[src/rtl/apb_master_bridge.sv]
// Bridges a valid/ready command channel to single APB transfers and returns
// each result on a valid/ready response channel; a watchdog aborts stuck slaves.
module apb_master_bridge #(
  parameter int unsigned ADDR_W      = 8,
  parameter int unsigned DATA_W      = 32,
  parameter int unsigned TIMEOUT_CYC = 16,
  parameter int unsigned TO_CNT_W    = 8
) (
  input  logic              pclk,
  input  logic              presetn,
  input  logic              cmd_valid,
  output logic              cmd_ready,
  input  logic              cmd_write,
  input  logic [ADDR_W-1:0] cmd_addr,
  input  logic [DATA_W-1:0] cmd_wdata,
  output logic              rsp_valid,
  input  logic              rsp_ready,
  output logic [DATA_W-1:0] rsp_rdata,
  output logic              rsp_slverr,
  output logic              rsp_timeout,
  output logic              psel,
  output logic              penable,
  output logic              pwrite,
  output logic [ADDR_W-1:0] paddr,
  output logic [DATA_W-1:0] pwdata,
  input  logic [DATA_W-1:0] prdata,
  input  logic              pready,
  input  logic              pslverr
);

  typedef enum logic [1:0] {IDLE, SETUP, ACCESS, RESP} state_t;

  localparam bit                  WD_EN   = (TIMEOUT_CYC != 0);
  localparam logic [TO_CNT_W-1:0] TO_LAST = TO_CNT_W'(WD_EN ? TIMEOUT_CYC - 1 : 0);

  state_t              state_q, state_d;
  logic [TO_CNT_W-1:0] to_cnt_q;
  logic                wd_fire;
  logic                cmd_ready_q;

  always_comb begin
    state_d = state_q;
    wd_fire = 1'b0;
    case (state_q)
      IDLE:   if (cmd_valid) state_d = SETUP;
      SETUP:  state_d = ACCESS;
      ACCESS: begin
        if (pready) begin
          state_d = RESP;
        end else if (WD_EN && (to_cnt_q == TO_LAST)) begin
          // counter holds completed wait cycles, so this is the last allowed one
          wd_fire = 1'b1;
          state_d = RESP;
        end
      end
      RESP:   if (rsp_ready) state_d = IDLE;
      default: state_d = IDLE;
    endcase
  end

  always_ff @(posedge pclk or negedge presetn) begin
    if (!presetn) begin
      state_q     <= IDLE;
      cmd_ready_q <= 1'b0;
      to_cnt_q    <= '0;
      pwrite      <= 1'b0;
      paddr       <= '0;
      pwdata      <= '0;
      rsp_rdata   <= '0;
      rsp_slverr  <= 1'b0;
      rsp_timeout <= 1'b0;
    end else begin
      state_q     <= state_d;
      cmd_ready_q <= (state_d == IDLE);
      case (state_q)
        IDLE: begin
          if (cmd_valid) begin
            pwrite   <= cmd_write;
            paddr    <= cmd_addr;
            pwdata   <= cmd_write ? cmd_wdata : '0;
            to_cnt_q <= '0;
          end
        end
        ACCESS: begin
          if (pready) begin
            rsp_rdata   <= pwrite ? '0 : prdata;
            rsp_slverr  <= pslverr;
            rsp_timeout <= 1'b0;
          end else if (wd_fire) begin
            rsp_rdata   <= '0;
            rsp_slverr  <= 1'b1;
            rsp_timeout <= 1'b1;
          end else begin
            to_cnt_q <= to_cnt_q + 1'b1;
          end
        end
        default: ;
      endcase
    end
  end

  // cmd_ready is registered so it stays low while reset is asserted
  assign cmd_ready = cmd_ready_q && (state_q == IDLE);
  assign psel      = (state_q == SETUP) || (state_q == ACCESS);
  assign penable   = (state_q == ACCESS);
  assign rsp_valid = (state_q == RESP);

endmodule

[config.mk]
export PLATFORM = sky130hd
export DESIGN_NAME = apb_master_bridge
export DESIGN_NICKNAME = d
export VERILOG_FILES = /design/src/rtl/apb_master_bridge.sv
export SDC_FILE = /design/constraint.sdc
export NUM_CORES = 1
export LEC_CHECK = 0
export CAP_MARGIN = 0
export CORE_AREA = 2 2 99 101
export CTS_BUF_LIST = sky130_fd_sc_hd__clkbuf_8
export DETAILED_ROUTE_END_ITERATION = 6
export DIE_AREA = 0 0 101 103
export PLACE_DENSITY_LB_ADDON = 0.05
export SYNTH_ARGS = -nofsm -noshare
export SYNTH_HDL_FRONTEND = slang
export SYNTH_SLANG_ARGS = --single-unit
[constraint.sdc]
create_clock -name pclk -period 1.8 [get_ports pclk]
set_input_delay 0.18 -clock pclk [delete_from_list [all_inputs] [get_ports pclk]]
set_output_delay 0.18 -clock pclk [all_outputs]
set_load 0.005 [all_outputs]
After elaboration in Yosys (flattened, before gate mapping). Cells that the tools add are included.

Register bits after elaboration: 86. Bits of input ports: 79. Output and inout bits: 79. Logic and storage cells: 45.

Add/subtract/negate cells: 1. Eq/ne operators: 7. Mux-type cells: 19. Reductions and logical operators: 9.

Operator list (number): 2-to-1 mux 32 bit (4); 2-to-1 mux 8 bit (3); case mux 8 bit (2 select lines) (1); adder 8 x 1 -> 8 bit (second input constant) (1); == test 8 x 4 -> 1 bit (second input constant) (1); 2-to-1 mux 2 bit (4); case mux 2 bit (4 select lines) (1); 2-to-1 mux 1 bit (6); != test 2 bit (second input constant) (3); == test 2 bit (second input constant) (2); logical NOT 2 bit (2); AND reduction 2 bit (2); AND reduction 4 bit (1); nonzero test 2 bit (2); == test 2 x 1 -> 1 bit (second input constant) (1); logical AND 1 bit (1); logical OR 1 bit (1).

Depth between registers and ports, before layout. Gate-level depths: netlist of the first run.

Depth after elaboration: 7. Depth in mapped cells: 7. Mapped depth without buffers: 6.

Worst setup path before layout of the first run. Ideal clock, no wire load.

Path type: register to register. Start: reg to_cnt_q[0]. End: reg to_cnt_q[3]. Setup time: 0.069 ns. Arrival: 1.657 ns. Required time: 1.731 ns. Path slack: 0.074 ns. Cell stages (with the launch flop): 6. Path buffers: 0. Clock period less this slack: 1.726 ns. Cells stage by stage: dfrtp_1 -> ha_1 -> and3_1 -> a21o_4 -> or4_1 -> nand3_1.

Word-level cells in the longest chain between the ends: 6. Elaborated cells on any way between the ends: 10. Classes of those cells: 1 x add/sub; 2 x eq/ne; 6 x mux; 1 x reduce/logical.

Ends and longest elaborated chain: start: declaration (RTL line 37) `logic [TO_CNT_W-1:0] to_cnt_q;`; start signal: assignment (RTL line 94) `to_cnt_q <= to_cnt_q + 1'b1;`; parallel branches: the longest is 6 deep, another holds adder 8 x 1 -> 8 bit.

Several ways; the timed one is not identified. The select of a mux whose other input is x is not followed. A chain may end at the register's enable or synchronous reset.

Final worst setup path of the first run.
Start: reg state_q[0]. End: out rsp_valid.

Word-level cells in the longest chain between the ends: 1.

Ends and longest elaborated chain: start: declaration (RTL line 36) `state_t state_q, state_d;`; start signal: assignment (RTL line 73) `state_q <= state_d;`; == test 2 bit (RTL line 106) `assign rsp_valid = (state_q == RESP);`; end: declaration (RTL line 16) `output logic rsp_valid,`.

No other way between the ends.

==> results.md, run 1 <==
- Maximum vdd drop: around 660 uV
- Avg Synthesized Cell Area: roughly 11 um2
- Cells after synthesis: 320
- Initial core utilization: ~37%
- N_diodes: 0
- Worst EP required: roughly 1.6 ns
- Gr usage total: a little under a fifth
- Routed WL per cell: between 10 and 15 um
- Max clock buf depth: 2
- GP Congestion: between 0.7 and 0.8
- Synth warnings: 0
- Critical Path End Type: output port
- Top cell type's share of synthesized area: 60.7%
- Final Critical Period: 1.73 ns
- DRC: 0
- Die Area: approximately 10000 um2
- Row count: 36
- Global route overflow: 0
- Outcome: finished clean
- Hold Slack: around 0.29 ns
- Vias: between 2000 and 3000
- Net Count, Synth: about 400
- Clock-pin slew on the worst setup and hold paths: about 0.09 ns
- Final worst clock skew: between 0.01 and 0.015 ns
- Area contributors post-synth: dfrtp_1 61%, nand2_1 7.9%, a22o_1 7.7%, o21ai_0 4.9%, mux2_2 3.2%
- Crit Path Max Fanout: 3
- Num CTS Buffers: 9
- Layout area overhead: 57.1%
- NetSw: ~2300 uW
- First-pass GRT wire length: 14.5 mm
- Reg power frac: 39.2%
- DIE WIDTH: between 100 and 150 um
- Area of the multi-input gates: roughly 1300 um2
- Pwr per Cell Area: 1400 nW/um2
- # clock sinks: 86
- Sw Ratio: a little under 30%
- PortBufs: between 150 and 200
- Clk root buf: clkbuf_8
- Worst slew pin tran: between 0.3 and 0.4 ns
- Pint: around 5500 uW
- Final Slew Violations: 0
- Max-Slew Margin vs Limit: between 70% and 80%
- Min-delay worst type: input pin to asynchronous set/reset pin
- Die Y: slightly above 100 um
- Combinational group share of total power: between 40 and 50%
- Vias in the first global route: about 3000
- FF/Latch Area: about 2200 um2
- Ys async rst share: between 90% and 100%
- Number of H-tree levels: 3
- Crit share post-route: a little over nine tenths
- DR pass1 iterations: 4
- DRT Wirelength: approximately 9.0 mm
- Worst r2r dst: to_cnt_q[3]
- Count of cell types in the netlist: 36
- Startpoint types: flip-flop
- Critical Path AT: between 1.5 and 2 ns
- Met2 WL: just over 4 mm
- TritonCTS clock tree: yes
- Nets: between 500 and 600
- # IOs: 158
- Max Clk Rate: 579 MHz
- Max Cap Viol: 0
- Lkg Pwr: approximately 0.0025 uW
- Final setup vio count: 0
- Register bit count reported by yosys: 86
- Metal3 WL: slightly below 900 um
- Via-to-Cell Ratio: 4.90
- Share of cells above drive strength 1: between 10% and 20%
- Antenna Nets Post-Route: 0
- RSZ-0062 raised after global routing: false
- FF-to-FF path depth: 5
- Hpwl dp: approximately 6.4 mm
- Top layer in use: met4
- Fill count: between 800 and 900
- Register area share after synthesis: 60.7%
- Setup Crit Path Kind: flip-flop to output port
- Most used DFF post-synth: dfrtp_1
- Worst skew pair latency: between 0.3 and 0.4 ns
- Setup TNS: 0 ns
- Hold Vio Cnt, Final: 0
- Internal reg-to-reg setup slack: ~0.08 ns
- EDFF count, synth: 0
- Core area: approximately 9500 um2
- Initial drt markers: 40
- Largest net degree at the start of global routing: 38
- Initial antenna violation count: 0
- Yosys top cell by area: dfrtp_1
- Reg2reg start: to_cnt_q[1]
- Clk pwr share: about a fifth
- Met1 Routed Length: around 4.0 mm
- Crit. Startpoint: state_q[0]
- Post-Syn Area: between 3000 and 4000 um2
-- worst max-delay path, stage by stage, from the launching register on --
cell	delay (ns)
dfrtp_1	0.39
buf_4	0.14
ha_1	0.22
clkdlybuf4s50_1	0.45
-- kinds of logic (layout without fill, tap and decap cells) --
logic type / Yosys count / count (layout) / share of synthesized area, %
AOI/OAI and AO/OA: 83 / 83 / 16.1
buffers and inverters: 23 / 195 / 3.21
and+or+nand+nor: 113 / 113 / 15.0
adders and majority gates: 5 / 5 / 1.76
DFF: 86 / 86 / 60.7
muxes: 10 / 10 / 3.18
-- power by group through the flow --
stage	registers, uW	logic [uW]	clock network, uW
finish	3060	3240	1510
global route	3160	3580	1660
detailed placement	3100	3280	0
floorplan	3150	1110	0
CTS	3070	3310	1570
global placement	3070	3250	0
-- cells in the final DEF (no fill, tap or decap), types with 2 or more instances in the layout --
master and n:
ha_1 4, nand3_1 6, dfrtp_1 86, nor3_1 2, buf_12 2, and4b_1 3
a31oi_1 2, a21o_1 4, a21oi_1 4, nand4b_1 3, nand2b_1 2, buf_4 17
bufinv_16 2, dlygate4sd2_1 2, clkinv_4 2, nor3b_1 2, clkbuf_8 10, nor4_1 2
clkdlybuf4s50_1 153, inv_1 2, o21ai_0 35, a22o_1 31, mux2_2 10, nor2_1 7
nand2_1 74
-- registers in the layout, indices dropped and copies added, names as in the netlist --
register     flops
pwdata          32
rsp_rdata       32
paddr            8
to_cnt_q         8
state_q          2
cmd_ready_q      1
pwrite           1
rsp_slverr       1
rsp_timeout      1
-- cells in the mapped netlist, drive strengths merged, types with 2 or more instances --
cell type  instances
buf                7
inv                2
and3               2
a22o              31
a21oi              4
dfrtp             86
ha                 5
nand4b             3
nor4               3
clkbuf            14
nor2               8
a31oi              2
nand2             76
o21ai             36
nand3              6
nand2b             2
mux2              10
nor3b              2
nor3               2
and4b              3
nor2b              2
a21o               5
-- worst max-delay path by stage --
| stage | endpoint | slack, ns | depth (start not counted) |
|---|---|---|---|
| 3_5_place_dp | to_cnt_q[5] | 0.05 | 5 |
| 6_report | rsp_valid | 0.07 | 3 |
| 3_3_place_gp | to_cnt_q[5] | 0.07 | 5 |
| 4_1_cts | psel | 0.01 | 3 |
| 2_1_floorplan | to_cnt_q[3] | 0.07 | 5 |
| 5_1_grt | rsp_valid | 0.004 | 3 |
-- what timing repair did --
| item | CTS | global route |
|---|---|---|
| gates cloned | 0 | 0 |
| gates resized for setup | 5 | 3 |
| hold endpoints to repair | 26 | 0 |
| setup endpoints to repair | 2 | 4 |
| setup buffers | 1 | 0 |
| hold buffers | 1 | 0 |
-- per-stage QoR --
stage	setup WS, ns	area [um2]	total power [uW]	util [%]	cells
floorplan	0.0736	3550	4260	-	320
global placement	0.0677	5320	6320	56.2	588
detailed placement	0.0531	5320	6380	56.2	588
CTS	0.0144	5560	7950	58.8	606
global route	0.00365	5570	8400	58.9	606
finish	0.0727	5570	7820	58.9	606
-- metal layers --
layer / vias up / track usage, %
li1: 1454 / -
met4: 0 / 6.24
met5: - / 0
met2: 106 / 26.6
met3: 8 / 7.66
met1: 1400 / 24.1
-- area by class of cell --
cell class | instances | area share, %
clock buffers | 10 | 2.47
clock inverters | 6 | 1.55
inverters | 2 | 0.135
multi-input cells | 211 | 23.2
flip-flops and latches | 86 | 38.6
well taps | 114 | 2.56
repair buffers | 177 | 31.4
Note: power is estimated with default switching activity, not from simulation.
==> run 2: changes to the inputs <==
CORE_AREA = 3 3 100 102   (was 2 2 99 101)
DIE_AREA = 0 0 103 105   (was 0 0 101 103)
==> run 2 against run 1 <==
  * Count of clock-buffer cells in the layout did not move
  * Fmax decreased by 0.38%
  * Highest routed layer unchanged
  * First-iteration DRC count grew 43%
  * Wire length grew 2.1%
  * Critical endpoint is now penable
==> results.md, run 2 (synthesized netlist as in run 1, its figures left out) <==
- Worst Setup EP: penable (was rsp_valid)
- Lkg Pwr: 0.00250 uW (was 0.00251 uW)
- Gr usage total: 17.1% (was 18.1%)
- Vias: 2953 (was 2968)
- Setup TNS: 0 ns (unchanged)
- Initial antenna violation count: 0 (unchanged)
- Final Slew Violations: 0 (unchanged)
- GP Congestion: 0.761 (was 0.773)
- Maximum vdd drop: 647 uV (was 661 uV)
- Core area: 9200 um2 (was 9460 um2)
- DRT Wirelength: 9.22 mm (was 9.03 mm)
- Die Y: 105 um (was 103 um)
- Routed WL per cell: 15.4 um (was 14.9 um)
- Num CTS Buffers: 9 (unchanged)
- Antenna Nets Post-Route: 0 (unchanged)
- Worst path max stage delay: 0.51 ns (was 0.45 ns)
- Startpoint types: flip-flop (unchanged)
- Most common cell after layout, fill and taps aside: clkdlybuf4s50_1 (unchanged)
- Via-to-Cell Ratio: 4.92 (was 4.90)
- Worst skew pair latency: 0.35 ns (about the same)
- Max Clk Rate: 577 MHz (was 579 MHz)
- Outcome: finished clean (unchanged)
- Number of H-tree levels: 3 (unchanged)
- Total power: 7750 uW (was 7820 uW)
- Reg2reg start: to_cnt_q[1] (unchanged)
- Nets: 568 (was 571)
- Worst EP required: 1.62 ns (about the same)
- Max clock buf depth: 2 (unchanged)
- Internal reg-to-reg setup slack: 0.07 ns (was 0.08 ns)
- DIE WIDTH: 103 um (was 101 um)
- Layout area overhead: 56.7% (was 57.1%)
- Hpwl dp: 6.66 mm (was 6.42 mm)
- N_diodes: 0 (unchanged)
- Pwr per Cell Area: 1400 nW/um2 (about the same)
- RSZ-0062 raised after global routing: false (unchanged)
- TritonCTS clock tree: yes (unchanged)
- Max-Slew Margin vs Limit: 71.3% (was 73.6%)
- Worst-path cell chain: inv_2, ha_2, clkdlybuf4s50_1 (was buf_4, ha_1, clkdlybuf4s50_1)
- Placed Area: 5330 um2 (was 5320 um2)
- # clock sinks: 86 (unchanged)
- # IOs: 158 (unchanged)
- Critical Path End Type: output port (unchanged)
- Min-delay worst type: input pin to asynchronous set/reset pin (unchanged)
- Most frequent cells in the layout: 154 x clkdlybuf4s50_1, 86 x dfrtp_1, 74 x nand2_1 (was 153 x clkdlybuf4s50_1, 86 x dfrtp_1, 74 x nand2_1)
- Worst slew pin tran: 0.431 ns (was 0.396 ns)
- Largest net degree at the start of global routing: 44 (was 38)
- Vias in the first global route: 2909 (was 2958)
- Clock-pin slew on the worst setup and hold paths: 0.09 ns (about the same)
- Initial drt markers: 57 (was 40)
- Share of cells above drive strength 1: 10.4% (was 11.0%)
- Crit share post-route: 96.3% (was 96.0%)
- Die Area: 10800 um2 (was 10400 um2)
- Worst r2r dst: to_cnt_q[3] (unchanged)
- Design area: 5560 um2 (was 5570 um2)
- Crit path max-delay cell type: clkdlybuf4s50_1 (unchanged)
- Final setup vio count: 0 (unchanged)
- Global route overflow: 0 (unchanged)
- Hold Slack: 0.321 ns (was 0.293 ns)
- Critical Path AT: 1.55 ns (about the same)
- Crit Path Max Fanout: 4 (was 3)
- Largest registers: pwdata (32), rsp_rdata (32) (unchanged)
- FF-to-FF path depth: 5 (unchanged)
- PortBufs: 157 (unchanged)
- Cell depth of the worst setup path: 3 (unchanged)
- Hold Vio Cnt, Final: 0 (unchanged)
- Initial core utilization: 38.6% (was 37.5%)
- DR pass1 iterations: 4 (unchanged)
- Row count: 35 (was 36)
- Final Critical Period: 1.73 ns (about the same)
- First-pass GRT wire length: 14.7 mm (was 14.5 mm)
- Crit path max-delay family: buffers and inverters (unchanged)
- Fill count: 836 (was 818)
- Crit. Startpoint: state_q[0] (unchanged)
- Final worst clock skew: 0.0112 ns (was 0.0100 ns)
- Clk root buf: clkbuf_8 (unchanged)
- Max Cap Viol: 0 (unchanged)
- DRC: 0 (unchanged)
- Setup Crit Path Kind: flip-flop to output port (unchanged)
- Buf/Inv on CP: 2 (unchanged)
## run 2: routing by layer
| layer | wire length [um] | global-route usage [%] |
|---|---|---|
| met1 | 3910 | 22.3 |
| met2 | 4430 | 26.7 |
| met3 | 770 | 5.47 |
| met4 | 110 | 5.83 |
| met5 | 0 | 0 |
## run 2: area by class of cell
class / count / area [um2] / share of cell area (%)
timing repair buffer: 174 / 1760 / 31.7
clock buffer: 10 / 138 / 2.48
tap: 111 / 139 / 2.50
multi-input combinational: 211 / 1290 / 23.2
sequential: 86 / 2150 / 38.7
clock inverter: 6 / 68.8 / 1.24
inverter: 2 / 7.51 / 0.135
## run 2: what timing repair did
action                                  in CTS  in global routing
hold endpoints to repair                    28                  0
buffers inserted                             1                  0
resized for setup                            2                  3
hold buffers                                 1                  0
endpoints found under the setup margin       2                  3
## run 2: per-stage QoR
step                      std cells  util (%)  worst slack [ns]
after floorplan                 320         -            0.0736
after global placement          582      57.9            0.0795
after detailed placement        582      57.9            0.0772
after CTS                       600      60.4           0.00908
after global routing            600      60.4           0.00209
final                           600      60.4            0.0662
## run 2: worst min-delay path by stage
stage	startpoint	slack [ns]	endpoint
after floorplan	presetn	-0.12	cmd_ready_q
after global placement	presetn	0.16	to_cnt_q[1]
after detailed placement	presetn	0.15	to_cnt_q[0]
after CTS	presetn	0.31	state_q[1]
after global routing	presetn	0.33	state_q[1]
final	presetn	0.32	to_cnt_q[0]
## run 2: power breakdown
part           switching [uW]  internal [uW]  total, uW
logic                    1220           2060       3280
clock network             712            690       1400
registers                 402           2670       3070
==> run 3: changes to the inputs <==
SLEW_MARGIN = 40   (was unset)
TNS_END_PERCENT = 1   (was unset)
==> results of run 3 <==
Same layout as run 2: the final DEF is identical, and so are final timing and power.
